===== config.mk =====
export PLATFORM = sky130hd
export DESIGN_NAME = bitty_fetch_unit
export DESIGN_NICKNAME = d
export VERILOG_FILES = /design/src/rtl/bitty_pkg.sv /design/src/rtl/bitty_watchdog.sv /design/src/rtl/bitty_fetch_unit.sv
export SDC_FILE = /design/constraint.sdc
export NUM_CORES = 1
export LEC_CHECK = 0
export ABC_CLOCK_PERIOD_IN_PS = 1600
export BUFFER_PORTS_ARGS = -buffer_cell sky130_fd_sc_hd__buf_2
export CORE_ASPECT_RATIO = 2
export CORE_MARGIN = 4
export CORE_UTILIZATION = 45
export DETAILED_ROUTE_END_ITERATION = 7
export PLACE_DENSITY = 0.71
export SLEW_MARGIN = 20
export SYNTH_ARGS = -nofsm -noshare
export SYNTH_HDL_FRONTEND = slang
export SYNTH_SLANG_ARGS = --single-unit

===== constraint.sdc =====
create_clock -name clk -period 1.6 [get_ports clk]
set_input_delay 0.32 -clock clk [delete_from_list [all_inputs] [get_ports clk]]
set_output_delay 0.32 -clock clk [all_outputs]
set_load 0.05 [all_outputs]

===== src/rtl/bitty_pkg.sv =====
// rtl/bitty_pkg.sv - shared types and constants for the bitty fetch stage
package bitty_pkg;

  localparam int INSTR_W = 16;

  // Fetching stops on this word; it never reaches the core.
  localparam logic [INSTR_W-1:0] DEFAULT_HALT_OP = 16'hFFFF;

  typedef enum logic [2:0] {
    ST_IDLE     = 3'd0,
    ST_FETCH    = 3'd1,
    ST_WAIT_MEM = 3'd2,
    ST_ISSUE    = 3'd3,
    ST_EXEC     = 3'd4,
    ST_HALT     = 3'd5,
    ST_ERROR    = 3'd6
  } fetch_state_e;

endpackage


===== src/rtl/bitty_watchdog.sv =====
// rtl/bitty_watchdog.sv - loadable up/down cycle counter with clear, enable and expiry flag
module bitty_watchdog #(
  parameter int WIDTH = 6
) (
  input  logic             clk,
  input  logic             reset,
  input  logic             clear,
  input  logic             load,
  input  logic [WIDTH-1:0] load_value,
  input  logic             enable,
  input  logic             count_up,
  input  logic [WIDTH-1:0] limit,
  output logic             expired
);

  logic [WIDTH-1:0] count;

  // Up mode expires at limit, down mode at zero; the count holds once expired.
  assign expired = count_up ? (count == limit) : (count == '0);

  always_ff @(posedge clk or negedge reset) begin
    if (!reset) begin
      count <= '0;
    end else if (clear) begin
      count <= '0;
    end else if (load) begin
      count <= load_value;
    end else if (enable && !expired) begin
      count <= count_up ? count + WIDTH'(1) : count - WIDTH'(1);
    end
  end

endmodule


===== src/rtl/bitty_fetch_unit.sv =====
// rtl/bitty_fetch_unit.sv - PC, ROM fetch and run/done handshake in front of bitty_core
module bitty_fetch_unit
  import bitty_pkg::*;
#(
  parameter int                 ADDR_W   = 8,
  parameter int                 PROG_LEN = 256,
  parameter int                 TIMEOUT  = 64,
  parameter logic [INSTR_W-1:0] HALT_OP  = DEFAULT_HALT_OP
) (
  input  logic               clk,
  input  logic               reset,
  input  logic               start,
  output logic               mem_en,
  output logic [ADDR_W-1:0]  mem_addr,
  input  logic [INSTR_W-1:0] mem_rdata,
  output logic [INSTR_W-1:0] instruction,
  output logic               run,
  input  logic               done,
  output logic [ADDR_W-1:0]  pc,
  output logic               halted,
  output logic               error
);

  localparam logic [ADDR_W-1:0] LAST_PC  = ADDR_W'(PROG_LEN - 1);
  localparam int                WD_W     = $clog2(TIMEOUT);
  localparam logic [WD_W-1:0]   WD_LIMIT = WD_W'(TIMEOUT - 1);

  fetch_state_e      state;
  fetch_state_e      state_next;
  logic [ADDR_W-1:0] pc_next;
  logic              wd_expired;
  logic              is_halt_word;

  assign mem_addr     = pc;
  assign is_halt_word = (mem_rdata == HALT_OP);

  // Counts EXEC cycles; cleared while the run pulse is out so the first EXEC cycle sees zero.
  bitty_watchdog #(
    .WIDTH (WD_W)
  ) u_watchdog (
    .clk        (clk),
    .reset      (reset),
    .clear      (state == ST_ISSUE),
    .load       (1'b0),
    .load_value ('0),
    .enable     (state == ST_EXEC),
    .count_up   (1'b1),
    .limit      (WD_LIMIT),
    .expired    (wd_expired)
  );

  always_comb begin
    state_next = state;
    pc_next    = pc;
    case (state)
      ST_IDLE:     if (start) state_next = ST_FETCH;
      ST_FETCH:    state_next = ST_WAIT_MEM;
      ST_WAIT_MEM: state_next = is_halt_word ? ST_HALT : ST_ISSUE;
      ST_ISSUE:    state_next = ST_EXEC;
      ST_EXEC: begin
        // done takes priority over a watchdog expiry in the same cycle
        if (done) begin
          if (pc == LAST_PC) begin
            state_next = ST_HALT;
          end else begin
            pc_next    = pc + ADDR_W'(1);
            state_next = ST_FETCH;
          end
        end else if (wd_expired) begin
          state_next = ST_ERROR;
        end
      end
      ST_HALT:     state_next = ST_HALT;
      ST_ERROR:    state_next = ST_ERROR;
      default:     state_next = ST_IDLE;
    endcase
  end

  // mem_en, run, halted and error are registered from the next state so each is a clean flop output.
  always_ff @(posedge clk or negedge reset) begin
    if (!reset) begin
      state       <= ST_IDLE;
      pc          <= '0;
      instruction <= '0;
      mem_en      <= 1'b0;
      run         <= 1'b0;
      halted      <= 1'b0;
      error       <= 1'b0;
    end else begin
      state  <= state_next;
      pc     <= pc_next;
      mem_en <= (state_next == ST_FETCH);
      run    <= (state_next == ST_ISSUE);
      halted <= (state_next == ST_HALT);
      error  <= (state_next == ST_ERROR);
      if (state == ST_WAIT_MEM && !is_halt_word) begin
        instruction <= mem_rdata;
      end
    end
  end

endmodule


==> key figures, run 1 <==
Yosys
  – Mean Syn Cell Area: 12.4 um^2
  – Post-synth top area share: 52.3%
  – Synth Cell Area: 1770 um^2
  – Seq/Total Area, Yosys: 52.3%
  – Synth Instances: 143
  – Area leader, netlist: dfrtp_1
  – Distinct cells, synth: 33
  – Net count after synthesis: 165
  – Dominant synthesized flop cell: dfrtp_1
  – Warnings from Yosys: 0
  – Synthesized flop and latch total: 37
  – Top area cells in the synthesized netlist: dfrtp_1, mux2_2, mux2_4
  – Number of synthesized flops with an enable pin: 0
  – Asr flop ratio synth: 100%

Clock network
  – Worst-Skew Late Latency: 280 ps
  – Htree depth: 2
  – Clock Pin Slew Worst Setup and Hold Paths: 70 ps
  – TritonCTS Buffers: 5
  – CTS tree: built
  – Sink Count: 37
  – Clk buf depth: 2
  – CTS root buffer: clkbuf_8

Setup path
  – CP Launch Type: flip-flop
  – CP required: 1770 ps
  – Worst stage delay on the critical path: 420 ps
  – Crit Path Category: flip-flop to flip-flop
  – Worst EP arrival: 1700 ps
  – Nature of the critical path endpoint: flip-flop
  – Critical Path Fanout Max: 17
  – CP Cell Sequence: inv_2, nor4_4, buf_12, mux2_2
  – CP max-delay cell: dfrtp_2
  – Top delay family on crit path: flip-flops
  – Worst Path Buf+Inv: 2

STA
  – Fin worst setup slack: 65.9 ps
  – Setup TNS Final: 0 ps
  – RSZ-0062 raised after global routing: false
  – Worst Tran Pin Value: 445 ps
  – Final setup skew: 4.22 ps
  – Post-route clock period utilization: 95.9%
  – Final setup violation count: 0
  – Min Tclk post-route: 1530 ps
  – Fmax: 652 MHz
  – Hold Violations, Final: 0
  – Max-slew headroom: 70.1%
  – Max-slew violations: 0

Power and ir drop
  – Sw frac: 47.9%
  – Clock power share: 12.8%
  – Flop pwr share: 32.0%
  – Pint: 2.52 mW
  – Net Sw Power: 2.31 mW
  – Combinational power share: 55.2%
  – VDD IR max: 985 uV
  – Cell Pwr Density: 2140 nW/um^2
  – Leakage power: 1.12 nW

Cells and area
  – ANT cells: 0
  – Area occupied by registers: 938 um^2
  – Post-route cell area: 2260 um^2
  – Area delta synth->final: 27.4%
  – Layout cells sized above 1: 52.6%
  – Fin nets: 230
  – Non-filler cells, final: 260
  – Area occupied by multi-input gates: 764 um^2
  – Fillers: 341

Routing
  – Remaining antenna violation count: 0
  – Routed vias/inst: 5.17
  – Initial drt markers: 22
  – Via count: 1344
  – Post-Route WL: 3.92 mm
  – Residual DRC: 0
  – Avg WL per Cell: 15.1 um
  – Drt pass-1 iters: 4

Placed design
  – Placed wire-length estimate: 3.06 mm
  – DP Worst Slack: -91.3 ps
  – Placer Congestion: 0.827
  – # port buffers: 55
  – Cell Area, Placed: 2140 um^2
  – Inst Count DP: 248

Global routing
  – Most Crowded Layer GR: met2
  – Met1 Track Usage GR: 19.1%
  – GRT Util Overall: 17.0%
  – Largest net degree at the start of global routing: 20
  – Met3 Use GR: 3.24%
  – First-pass GRT wire length: 6.53 mm
  – Vias in the first global route: 1360
  – Met2 Use GR: 29.8%
  – Initial antenna violation count: 0
  – Overflow after GRT: 0

Floorplanning
  – Die H: 96.7 um
  – Die Wd: 52.4 um
  – Area of the core: 3840 um^2
  – I/O pins: 56
  – Initial core utilization: 46.1%
  – Row cnt: 32
  – Die ar.: 5060 um^2

Flow run
  – Maxcap violations: 0

Hold path
  – HP Class: input pin to flip-flop

Status
  – Status: complete, no violations
-- stage by stage --
| stage | utilization, % | power (mW) | hold WS [ps] |
|---|---|---|---|
| after CTS | 58.0 | 4.83 | 275 |
| final | 58.7 | 4.83 | 284 |
| after floorplan | - | 3.56 | 24.4 |
| after detailed placement | 55.6 | 4.19 | 284 |
| after global routing | 58.7 | 5.07 | 279 |
| after global placement | 55.6 | 4.12 | 279 |
-- power by group through the flow --
| stage | combinational (mW) | sequential (mW) | clock, mW |
|---|---|---|---|
| 2_1_floorplan | 1.05 | 2.51 | 0 |
| 6_report | 2.66 | 1.55 | 0.618 |
| 4_1_cts | 2.63 | 1.55 | 0.643 |
| 3_3_place_gp | 2.57 | 1.54 | 0 |
| 3_5_place_dp | 2.63 | 1.57 | 0 |
| 5_1_grt | 2.81 | 1.59 | 0.676 |
-- layout by cell type (no fill, tap or decap), types with 2 or more instances in the layout --
cell / synthesis / final
buf_2: 2 / 55
dfrtp_1: 37 / 27
buf_4: 9 / 13
nor2_1: 10 / 10
mux2_2: 10 / 10
dfrtp_2: 0 / 10
nand2_1: 9 / 9
nand4_1: 7 / 7
mux2_4: 7 / 7
xor2_1: 6 / 6
nand3_1: 5 / 5
clkbuf_8: 0 / 5
o31ai_1: 3 / 3
o21ai_0: 3 / 3
and3b_1: 3 / 3
mux2i_1: 3 / 3
nor3_1: 3 / 3
xnor2_1: 3 / 3
a21oi_1: 3 / 3
o211ai_1: 2 / 2
nor4_4: 2 / 2
and3_1: 2 / 2
clkinv_2: 0 / 2
-- final timing paths --
path / start / end / slack, ps / depth (start not counted)
max in group asynchronous: reset / mem_addr[6]$_DFFE_PN0P_ / 570 / 3
max reg2reg: state[1]$_DFF_PN0_ / instruction[10]$_DFFE_PN0P_ / 70 / 4
max: state[1]$_DFF_PN0_ / instruction[10]$_DFFE_PN0P_ / 70 / 4
min reg2reg: u_watchdog.count[3]$_DFFE_PN0P_ / u_watchdog.count[3]$_DFFE_PN0P_ / 500 / 1
min in group asynchronous: reset / run$_DFF_PN0_ / 500 / 2
min: mem_rdata[11] / instruction[11]$_DFFE_PN0P_ / 280 / 2
-- metal layers --
metal  up-vias  wire length (um)
met2        47              2190
met3         6               213
met5         -                 0
li1        636                 -
met4         0                63
met1       655              1460
-- Yosys cell counts, types with 2 or more instances --
master / n
dfrtp_1: 37
mux2_2: 10
nor2_1: 10
buf_4: 9
nand2_1: 9
mux2_4: 7
nand4_1: 7
xor2_1: 6
nand3_1: 5
a21oi_1: 3
and3b_1: 3
mux2i_1: 3
nor3_1: 3
o21ai_0: 3
o31ai_1: 3
xnor2_1: 3
and3_1: 2
buf_2: 2
ha_1: 2
nor4_4: 2
o211ai_1: 2
-- cell families (layout without fill, tap and decap cells) --
kind of cell    Yosys count  in the layout  share of synthesized area [%]
buf+inv                  13             79                           5.23
fa+ha+maj                 2              2                           1.41
flops                    37             37                           52.3
simple gates             48             48                           17.6
xor+xnor                  9              9                           4.45
mux                      20             20                           14.0
compound gates           14             14                           5.02
-- worst reg2reg max path, stage by stage, from the launching register on --
cell and delay, ps:
dfrtp_2 420, inv_2 80, nor4_4 360, buf_12 210, mux2_2 340
-- flip-flops by register name (all words and copies together) (netlist names) --
register / count
error: 1
halted: 1
mem_en: 1
instruction: 16
run: 1
state: 3
u_watchdog.count: 6
mem_addr: 8
-- area by class of cell --
cell class                      instances  share of cell area (%)
Sequential cell                        37                    41.6
Multi-Input combinational cell         93                    33.9
Timing Repair Buffer                   70                    17.9
Clock buffer                            6                    3.22
Tap cell                               51                    2.83
Clock inverter                          2                   0.444
Inverter                                1                   0.166
-- timing repair --
action,CTS,global route
buffers inserted,0,3
gates resized for setup,0,3
endpoints found under the hold margin,17,0
hold buffers,1,0
setup endpoints to repair,0,12
Power figures use the tool's default switching activity.
==> inputs of run 2 (changes only) <==
--- a/config.mk
+++ b/config.mk
@@ -5,13 +5,13 @@
 export SDC_FILE = /design/constraint.sdc
 export NUM_CORES = 1
 export LEC_CHECK = 0
-export ABC_CLOCK_PERIOD_IN_PS = 1600
+export ABC_CLOCK_PERIOD_IN_PS = 1700
 export BUFFER_PORTS_ARGS = -buffer_cell sky130_fd_sc_hd__buf_2
 export CORE_ASPECT_RATIO = 2
 export CORE_MARGIN = 4
-export CORE_UTILIZATION = 45
+export CORE_UTILIZATION = 50
 export DETAILED_ROUTE_END_ITERATION = 7
-export PLACE_DENSITY = 0.71
+export PLACE_DENSITY = 0.75
 export SLEW_MARGIN = 20
 export SYNTH_ARGS = -nofsm -noshare
 export SYNTH_HDL_FRONTEND = slang
==> constraint.sdc (replaced) <==
create_clock -name clk -period 1.7 [get_ports clk]
set_input_delay 0.34 -clock clk [delete_from_list [all_inputs] [get_ports clk]]
set_output_delay 0.34 -clock clk [all_outputs]
set_load 0.05 [all_outputs]
==> key figures, run 2 (synthesis results as in run 1) <==
Status
  – Status: complete, no violations

Floorplanning
  – Area of the core: 3420 um^2
  – Die ar.: 4610 um^2
  – Initial core utilization: 51.8%
  – Die H: 92.2 um
  – I/O pins: 56
  – Row cnt: 30
  – Die Wd: 50.1 um

STA
  – Min Tclk post-route: 1570 ps
  – Setup TNS Final: 0 ps
  – Post-route clock period utilization: 92.4%
  – Max-slew headroom: 71.0%
  – Worst Tran Pin Value: 432 ps
  – Max-slew violations: 0
  – Hold Violations, Final: 0
  – Fmax: 637 MHz
  – Fin worst setup slack: 129 ps
  – Worst hold margin: 294 ps
  – RSZ-0062 raised after global routing: true
  – Final setup skew: 6.75 ps
  – Final setup violation count: 0

Placed design
  – Cell Area, Placed: 2110 um^2
  – Placer Congestion: 0.835
  – Placed wire-length estimate: 3.00 mm
  – DP Worst Slack: -317 ps
  – Inst Count DP: 244
  – # port buffers: 55

Cells and area
  – Core Util, Final: 66.4%
  – Commonest non-fill, non-tap cell in the layout: buf_2
  – Post-route cell area: 2270 um^2
  – Max reg flops: 16
  – Fin nets: 228
  – Largest register by flop count: instruction
  – ANT cells: 0
  – Area delta synth->final: 28.2%
  – Commonest non-fill, non-tap cells in the layout: buf_2, dfrtp_1, nor2_1, mux2_2, buf_4
  – Layout cells sized above 1: 48.3%
  – Fillers: 258
  – Area occupied by multi-input gates: 752 um^2
  – Non-filler cells, final: 255
  – Area occupied by registers: 928 um^2

Power and ir drop
  – Leakage power: 1.15 nW
  – Cell Pwr Density: 2100 nW/um^2
  – VDD IR max: 1120 uV
  – Power, Total: 4.77 mW

Global routing
  – Vias in the first global route: 1453
  – GRT Util Overall: 19.3%
  – Overflow after GRT: 0
  – Initial antenna violation count: 0
  – First-pass GRT wire length: 6.74 mm
  – Largest net degree at the start of global routing: 26

Setup path
  – FF-to-FF End: mem_addr[6]$_DFFE_PN0P_
  – R2R cell count: 6
  – Worst R2R Start: state[2]$_DFF_PN0_
  – Reg2reg setup slack: 130 ps
  – Crit Path Category: flip-flop to flip-flop
  – Critical Path Fanout Max: 13
  – CP Launch Type: flip-flop
  – Worst EP arrival: 1790 ps
  – Crit path to: mem_addr[6]$_DFFE_PN0P_
  – Nature of the critical path endpoint: flip-flop
  – CP required: 1920 ps
  – Worst Setup SP: state[2]$_DFF_PN0_

Routing
  – Avg WL per Cell: 15.2 um
  – Routed vias/inst: 5.24
  – Initial drt markers: 9
  – Via count: 1335
  – Remaining antenna violation count: 0
  – Post-Route WL: 3.88 mm
  – Residual DRC: 0
  – Drt pass-1 iters: 4

Clock network
  – Htree depth: 2
  – Clock Pin Slew Worst Setup and Hold Paths: 70 ps
  – Worst-Skew Late Latency: 290 ps
  – CTS root buffer: clkbuf_8
  – TritonCTS Buffers: 5
  – CTS resizes: 0
  – Clk buf depth: 2
  – Sink Count: 37
  – CTS tree: built

Hold path
  – HP Class: input pin to flip-flop
  – HP Start: mem_rdata[11]

Flow run
  – Maxcap violations: 0
-- run 2: changes by cell type in the layout (fill, tap and decap cells not counted), moves of 2 or more --
cell,previous run,this run
dfrtp_1,27,35
dfrtp_2,10,2
buf_4,13,10
bufinv_16,0,2
-- run 2: worst min-delay path by stage --
stage / endpoint / slack (ps) / cells past startpoint
3_5_place_dp: run$_DFF_PN0_ / 250 / 1
2_1_floorplan: error$_DFF_PN0_ / 40 / 0
3_3_place_gp: run$_DFF_PN0_ / 240 / 1
6_report: instruction[11]$_DFFE_PN0P_ / 290 / 2
4_1_cts: instruction[0]$_DFFE_PN0P_ / 280 / 2
5_1_grt: instruction[12]$_DFFE_PN0P_ / 290 / 2
-- run 2: power by group --
group / internal (mW) / switching, mW / total [mW]
logic: 0.815 / 1.66 / 2.47
clock network: 0.583 / 0.310 / 0.893
registers: 1.20 / 0.202 / 1.40
-- run 2: layout make-up --
class | instances | share of cell area [%]
clock buffer | 5 | 3.03
tap | 48 | 2.65
multi-input combinational | 93 | 33.1
sequential | 37 | 40.9
inverter | 1 | 0.165
clock inverter | 3 | 2.87
timing repair buffer | 68 | 17.3
-- run 2: routing by layer --
metal	vias up	GRT usage, %	share of wire (%)
li1	632	-	-
met1	650	19.4	36
met2	46	35.3	56
met3	7	5.37	6.2
met4	0	8.31	1.8
met5	-	0	0
-- run 2: what timing repair did --
item	CTS	global route
setup endpoints to repair	8	3
pin swaps	1	2
endpoints found under the hold margin	12	0
hold buffers	1	0
setup buffers	2	0
-- run 2: critical path, stage by stage, from the launching register on --
cell     delay [ps]
dfrtp_1         410
buf_4           200
nor3b_4         270
buf_4           170
nand4_1         150
nor2_1          150
xor2_1          150
